$ cat src/rtl/receive_comm_pkg.sv
// Shared serial-link definitions: FSM state encodings, default frame
// parameters and sample-point helpers. The transmit side reuses this package.
package receive_comm_pkg;

   localparam int unsigned OVERSAMPLE_DEF = 16;
   localparam int unsigned DATA_BITS_DEF  = 8;

   // bsc value on the edge that lands mid start bit
   function automatic int unsigned start_sample(input int unsigned os);
      return (os / 2) - 1;
   endfunction

   // bsc value on the edge that lands mid data/parity/stop bit
   function automatic int unsigned bit_sample(input int unsigned os);
      return os - 1;
   endfunction

   localparam int unsigned START_SAMPLE = start_sample(OVERSAMPLE_DEF);
   localparam int unsigned BIT_SAMPLE   = bit_sample(OVERSAMPLE_DEF);

   typedef enum logic [2:0] {
      IDLE   = 3'd0,
      START  = 3'd1,
      DATA   = 3'd2,
      PARITY = 3'd3,
      STOP   = 3'd4,
      BREAK  = 3'd5
   } rx_state_e;

endpackage

$ cat src/rtl/receive_comm_if.sv
// Receiver line/parallel bundle.
//   receive_en, serial_in       : line side, driven by the master
//   parallel_out, char_received,
//   framing_error, parity_error,
//   busy                        : receiver results, driven by the slave
interface receive_comm_if #(
   parameter int unsigned DATA_BITS = receive_comm_pkg::DATA_BITS_DEF
);
   logic                 receive_en;
   logic                 serial_in;
   logic [DATA_BITS-1:0] parallel_out;
   logic                 char_received;
   logic                 framing_error;
   logic                 parity_error;
   logic                 busy;

   modport master (
      output receive_en, serial_in,
      input  parallel_out, char_received, framing_error, parity_error, busy
   );

   modport slave (
      input  receive_en, serial_in,
      output parallel_out, char_received, framing_error, parity_error, busy
   );
endinterface

$ cat src/rtl/receive_comm_rx_sample_counter.sv
// Bit-sample counter (bsc): counts oversample ticks within a bit, wrapping
// naturally, and flags the mid-start-bit and mid-bit sample points.
//   clk, reset  : clock, synchronous active-high reset
//   clr         : force bsc to 0 (priority over en)
//   en          : advance bsc
//   start_tc_c  : bsc == START_SAMPLE
//   bit_tc_c    : bsc == BIT_SAMPLE
module rx_sample_counter
   import receive_comm_pkg::*;
#(
   parameter int unsigned OVERSAMPLE = OVERSAMPLE_DEF
) (
   input  logic clk,
   input  logic reset,
   input  logic clr,
   input  logic en,
   output logic start_tc_c,
   output logic bit_tc_c
);
   localparam int unsigned CNT_W = $clog2(OVERSAMPLE);
   localparam logic [CNT_W-1:0] START_TC = CNT_W'(start_sample(OVERSAMPLE));
   localparam logic [CNT_W-1:0] BIT_TC   = CNT_W'(bit_sample(OVERSAMPLE));

   logic [CNT_W-1:0] bsc_q, bsc_d;

   // next count
   always_comb begin
      bsc_d = bsc_q;
      if (clr) begin
         bsc_d = '0;
      end else if (en) begin
         bsc_d = bsc_q + CNT_W'(1);
      end
   end

   always_ff @(posedge clk) begin
      if (reset) begin
         bsc_q <= '0;
      end else begin
         bsc_q <= bsc_d;
      end
   end

   assign start_tc_c = (bsc_q == START_TC);
   assign bit_tc_c   = (bsc_q == BIT_TC);

endmodule

$ cat src/rtl/receive_comm.sv
// Serial-to-parallel receiver. Idle-high line, frame = start(0), DATA_BITS
// data bits LSB first, [even parity], stop(1); each bit OVERSAMPLE clk cycles.
// Samples mid-bit, loads parallel_out with a one-cycle char_received strobe,
// flags bad stop bits and then waits in BREAK until the line returns high.
//   clk, reset : clock / oversample tick, synchronous active-high reset
//   rx         : receive_comm_if.slave (receive_en, serial_in in; results out)
// Optional feature: define RX_PARITY_EN to add an even-parity bit before stop.
module receive_comm
   import receive_comm_pkg::*;
#(
   parameter int unsigned OVERSAMPLE = OVERSAMPLE_DEF,
   parameter int unsigned DATA_BITS  = DATA_BITS_DEF
) (
   input  logic           clk,
   input  logic           reset,
   receive_comm_if.slave  rx
);
   localparam int unsigned BIC_W = (DATA_BITS > 1) ? $clog2(DATA_BITS) : 1;
   localparam logic [BIC_W-1:0] BIC_LAST = BIC_W'(DATA_BITS - 1);

   rx_state_e            state_q, state_d;
   logic [BIC_W-1:0]     bic_q, bic_d;
   logic [DATA_BITS-1:0] shift_q, shift_d;
   logic [DATA_BITS-1:0] pout_q, pout_d;
   logic                 char_q, char_d;
   logic                 ferr_q, ferr_d;
   logic                 busy_q, busy_d;
`ifdef RX_PARITY_EN
   logic                 pbit_q, pbit_d;
   logic                 perr_q, perr_d;
`endif

   logic cnt_clr_c, cnt_en_c, start_tc_c, bit_tc_c;

   rx_sample_counter #(.OVERSAMPLE(OVERSAMPLE)) u_bsc (
      .clk        (clk),
      .reset      (reset),
      .clr        (cnt_clr_c),
      .en         (cnt_en_c),
      .start_tc_c (start_tc_c),
      .bit_tc_c   (bit_tc_c)
   );

   // next-state and registered-output logic
   always_comb begin
      state_d = state_q;
      bic_d   = bic_q;
      shift_d = shift_q;
      pout_d  = pout_q;
      char_d  = 1'b0;
      ferr_d  = 1'b0;
`ifdef RX_PARITY_EN
      pbit_d  = pbit_q;
      perr_d  = 1'b0;
`endif

      case (state_q)
         IDLE: begin
            if (rx.receive_en && !rx.serial_in) state_d = START;
         end
         START: begin
            if (start_tc_c) begin
               if (!rx.serial_in) begin
                  state_d = DATA;
                  bic_d   = '0;
               end else begin
                  state_d = IDLE;
               end
            end
         end
         DATA: begin
            if (bit_tc_c) begin
               // new bit enters at the MSB; after DATA_BITS shifts bit 0 sits at the LSB
               shift_d = {rx.serial_in, shift_q[DATA_BITS-1:1]};
               bic_d   = bic_q + BIC_W'(1);
               if (bic_q == BIC_LAST) begin
`ifdef RX_PARITY_EN
                  state_d = PARITY;
`else
                  state_d = STOP;
`endif
               end
            end
         end
`ifdef RX_PARITY_EN
         PARITY: begin
            if (bit_tc_c) begin
               pbit_d  = rx.serial_in;
               state_d = STOP;
            end
         end
`endif
         STOP: begin
            if (bit_tc_c) begin
               if (rx.serial_in) begin
                  pout_d  = shift_q;
                  char_d  = 1'b1;
`ifdef RX_PARITY_EN
                  perr_d  = (^shift_q) ^ pbit_q;
`endif
                  state_d = IDLE;
               end else begin
                  ferr_d  = 1'b1;
                  state_d = BREAK;
               end
            end
         end
         BREAK: begin
            if (rx.serial_in) state_d = IDLE;
         end
         default: state_d = IDLE;
      endcase

      // disarming aborts any frame in flight, even on its stop sample
      if (!rx.receive_en && (state_q != IDLE)) begin
         state_d = IDLE;
         shift_d = '0;
         pout_d  = pout_q;
         char_d  = 1'b0;
         ferr_d  = 1'b0;
`ifdef RX_PARITY_EN
         perr_d  = 1'b0;
`endif
      end

      busy_d = (state_d != IDLE);

      // bsc restarts at every state change so each state times from its entry
      cnt_clr_c = (state_q == IDLE) || (state_q == BREAK) || (state_d != state_q);
      cnt_en_c  = (state_q != IDLE);
   end

   always_ff @(posedge clk) begin
      if (reset) begin
         state_q <= IDLE;
         bic_q   <= '0;
         shift_q <= '0;
         pout_q  <= '0;
         char_q  <= 1'b0;
         ferr_q  <= 1'b0;
         busy_q  <= 1'b0;
`ifdef RX_PARITY_EN
         pbit_q  <= 1'b0;
         perr_q  <= 1'b0;
`endif
      end else begin
         state_q <= state_d;
         bic_q   <= bic_d;
         shift_q <= shift_d;
         pout_q  <= pout_d;
         char_q  <= char_d;
         ferr_q  <= ferr_d;
         busy_q  <= busy_d;
`ifdef RX_PARITY_EN
         pbit_q  <= pbit_d;
         perr_q  <= perr_d;
`endif
      end
   end

   assign rx.parallel_out  = pout_q;
   assign rx.char_received = char_q;
   assign rx.framing_error = ferr_q;
   assign rx.busy          = busy_q;
`ifdef RX_PARITY_EN
   assign rx.parity_error  = perr_q;
`else
   assign rx.parity_error  = 1'b0;
`endif

endmodule

$ cat src/flat_wrapper.sv
// flat-port wrapper written by rule: the top's interface ports become plain ports
module receive_comm_flat import receive_comm_pkg::*;
#(
   parameter int unsigned OVERSAMPLE = OVERSAMPLE_DEF,
   parameter int unsigned DATA_BITS  = DATA_BITS_DEF
)
  (clk, reset, rx_receive_en, rx_serial_in, rx_parallel_out, rx_char_received, rx_framing_error, rx_parity_error, rx_busy);
  receive_comm_if #(.DATA_BITS(DATA_BITS)) rx_i ();
  input  logic clk;
  input  logic reset;
  input wire logic [$bits(rx_i.receive_en)-1:0] rx_receive_en;
  input wire logic [$bits(rx_i.serial_in)-1:0] rx_serial_in;
  output wire logic [$bits(rx_i.parallel_out)-1:0] rx_parallel_out;
  output wire logic [$bits(rx_i.char_received)-1:0] rx_char_received;
  output wire logic [$bits(rx_i.framing_error)-1:0] rx_framing_error;
  output wire logic [$bits(rx_i.parity_error)-1:0] rx_parity_error;
  output wire logic [$bits(rx_i.busy)-1:0] rx_busy;
  assign rx_i.receive_en = rx_receive_en;
  assign rx_i.serial_in = rx_serial_in;
  assign rx_parallel_out = rx_i.parallel_out;
  assign rx_char_received = rx_i.char_received;
  assign rx_framing_error = rx_i.framing_error;
  assign rx_parity_error = rx_i.parity_error;
  assign rx_busy = rx_i.busy;
  receive_comm #(.OVERSAMPLE(OVERSAMPLE), .DATA_BITS(DATA_BITS)) u_core (.clk(clk), .reset(reset), .rx(rx_i));
endmodule
$ cat config.mk
export PLATFORM = sky130hd
export DESIGN_NAME = receive_comm_flat
export DESIGN_NICKNAME = d
export VERILOG_FILES = /design/src/rtl/receive_comm_pkg.sv /design/src/rtl/receive_comm_if.sv /design/src/rtl/receive_comm_rx_sample_counter.sv /design/src/rtl/receive_comm.sv /design/src/flat_wrapper.sv
export SDC_FILE = /design/constraint.sdc
export NUM_CORES = 1
export LEC_CHECK = 0
export ABC_AREA = 0
export BUFFER_PORTS_ARGS = -buffer_cell sky130_fd_sc_hd__buf_2
export CORE_MARGIN = 1.5
export CORE_UTILIZATION = 50
export DETAILED_ROUTE_END_ITERATION = 6
export PLACE_DENSITY = 0.71
export SETUP_SLACK_MARGIN = 0.15
export SLEW_MARGIN = 0
export SYNTH_ARGS = -nofsm -noshare
export SYNTH_HDL_FRONTEND = slang
export SYNTH_HIERARCHICAL = 1
export SYNTH_SLANG_ARGS = --single-unit
$ cat constraint.sdc
create_clock -name clk -period 1.72 [get_ports clk]
set_input_delay 0.086 -clock clk [delete_from_list [all_inputs] [get_ports clk]]
set_output_delay 0.086 -clock clk [all_outputs]
set_load 0.01 [all_outputs]
==> impl_metrics.ini <==
[placement]
globalplace.congestion = 0.933
dp.cells = 185
dp_hpwl_um = 1740
portBuffers = 14

[job]
drv_cap = 0

[sta]
fmax_ghz = 0.557
finClkSkew_ps = 4.36
finalSetupViolCount = 7
period_minus_slack_ps = 1800
rsz0062_at_grt = true
holdWs_ps = 85.4
maxSlewViolCount = 0
fin_crit_sh = 1.04
final_hold_viol_count = 0
setup_tns_ps = -174
setup_ws_ps = -75.4

[synth]
synthFlopType = dfxtp_1
syn-cell-area_sq_um = 1260
synth-edff-count = 0
yosysMostFrequentCell = dfxtp_1
yosysTopAreaCell = dfxtp_1
synth_common_cells = 29 x dfxtp_1, 22 x nand2_1, 15 x nor2_1
synth.area.top_cells = dfxtp_1 46%, mux2i_1 7.2%, nand2_1 6.6%, a21oi_1 4.8%, nor2_1 4.5%
synth_top_cell_area_share = 0.462
syn_avg_cell_area_sq_um = 8.85
post_synth_num_cell_types = 37
ys_warn_count = 6
async_reset_ff_frac = 0
ys_seq_area_frac = 0.462
synth_seq_cells = 29
synthCells = 142
syn-num-nets = 149

[setup_path]
path_max_fanout = 4
crit_arrival_ps = 2010
cp_data_required_time_ps = 1940
critPathKind = reg -> reg
cp-end-kind = flip-flop
setup.worst_path.start_class = flip-flop

[detailed_routing]
route.detailed.drc = 0
vias = 1178
ant_nets = 0
drt_wl_total_um = 3240
viasPerCell = 5.56
first_pass_iters = 4
drtIter0Drc = 16
wl_per_cell_um = 15.3

[grt]
grt-ovfl-total = 0
grt_pass1_wl_um = 4600
antenna_found_initial = 0
grt_max_degree = 23
first_global_vias = 1070
grt_use_total = 0.235

[final_layout]
layout-drive-gt1-share = 0.451
diodes = 0
final_cells = 212
multi_input_area_sq_um = 757
seq_area_sq_um = 586
syn_to_final_growth_pct = 42.5
fillers = 157
final_nets = 190

[clock_tree]
cts_tree = yes
numCtsBuffers = 5
cts_htree_levels = 2
cts_hold_buf = 0
cts.sinks = 29
clk_path_buf_depth = 2
clk-insertion-delay-late_ps = 320
path_clk_slew_ps = 90
cts_root_buf = clkbuf_4

[die]
die_w_um = 53.1
rows = 17
pin_count = 16
die_y_um = 53.1
coreArea_sq_um = 2300
die_area_sq_um = 2820
start_util = 0.547

[status]
failed_checks = negative setup slack
status = finished, violations left

[min_path]
hold_path.class = in -> reg

[power_and_ir_drop]
ir_worst_vdd_mv = 0.656
pwr_density_cell_nw_per_um2 = 669
power_leakage_nw = 0.734
## path summary, 6_finish.rpt
check	slack, ps	start	depth (start not counted)	to
setup / recovery	-80	u_core/u_bsc/bsc_q[1]	9	u_core/u_bsc/bsc_q[3]
hold reg to reg	470	u_core/shift_q[5]	2	u_core/shift_q[4]
hold / removal	90	rx_receive_en	3	u_core/state_q[1]
setup reg to reg	-80	u_core/u_bsc/bsc_q[1]	9	u_core/u_bsc/bsc_q[3]
## per-layer routing
metal / wire [um] / global-route usage / up-vias
met5: 0 / 0 / -
met4: 42 / 0.115 / 0
met1: 1360 / 0.264 / 573
met2: 1720 / 0.402 / 23
met3: 118 / 0.0678 / 7
li1: - / - / 575
## worst max-delay path, cell delays in order, from the launching register on
cell and delay [ps]:
dfxtp_2 370, ha_4 150, nand2_2 70, nor2_4 120
nand2_2 100, nor3_4 230, o32ai_2 100, o211ai_1 190
nor3_1 90, mux2_4 280
## area by class of cell
cell class | instances | area share
multi-input combinational | 103 | 0.423
sequential | 29 | 0.327
timing repair buffer | 43 | 0.189
clock buffer | 7 | 0.0363
tap | 28 | 0.0196
clock inverter | 1 | 0.00280
inverter | 1 | 0.00210
## state kept, by name, summed over array words and instances, names as in the netlist
signal	count
u_core/bic_q	3
u_core/rx.busy	1
u_core/rx.char_received	1
u_core/rx.framing_error	1
u_core/rx.parallel_out	8
u_core/shift_q	8
u_core/state_q	3
u_core/u_bsc/bsc_q	4
## metrics by stage
step                setup WS (ps)  area [sq um]  utilization  total power, mW
floorplan                    83.8          1300            -            0.724
global placement            -47.3          1440        0.626            0.739
detailed placement          -98.3          1440        0.626            0.740
CTS                          21.6          1710        0.742             1.20
global route                 -169          1790        0.779             1.24
finish                      -75.4          1790        0.779             1.20
## cell families (layout without fill, tap and decap cells)
group | Yosys count | count (layout) | share of synthesized area
AND/OR/NAND/NOR | 63 | 63 | 0.251
multiplexers | 11 | 11 | 0.0926
flip-flops | 29 | 29 | 0.462
buffers and inverters | 10 | 52 | 0.0388
other | 1 | 1 | 0.00299
XOR/XNOR | 1 | 1 | 0.00697
adder cells (fa/ha/maj) | 3 | 3 | 0.0299
AO/OA/AOI/OAI | 24 | 24 | 0.116
## where the power goes
group / internal (mW) / total, mW / leakage [nW] / switching, mW
sequential: 0.673 / 0.676 / 0.236 / 0.00249
clock: 0.237 / 0.463 / 0.0413 / 0.226
combinational: 0.0212 / 0.0593 / 0.457 / 0.0382
## cells in the final DEF, fill, tap and decap left out, types with 3 or more instances in the layout
| cell type | synthesis | final |
|---|---|---|
| a21oi_1 | 12 | 11 |
| buf_2 | 3 | 14 |
| buf_4 | 2 | 22 |
| buf_6 | 0 | 5 |
| clkbuf_4 | 0 | 5 |
| dfxtp_1 | 29 | 25 |
| dfxtp_2 | 0 | 4 |
| mux2i_1 | 9 | 9 |
| nand2_1 | 22 | 18 |
| nand4_1 | 3 | 3 |
| nor2_1 | 15 | 14 |
## repair_timing
action / 4_1_cts / 5_1_grt
endpoints found under the setup margin: 14 / 27
setup buffers: 15 / 3
pin swaps: 8 / 8
gates resized for setup: 16 / 17
cloned: 1 / 0
Power figures use the tool's default switching activity.
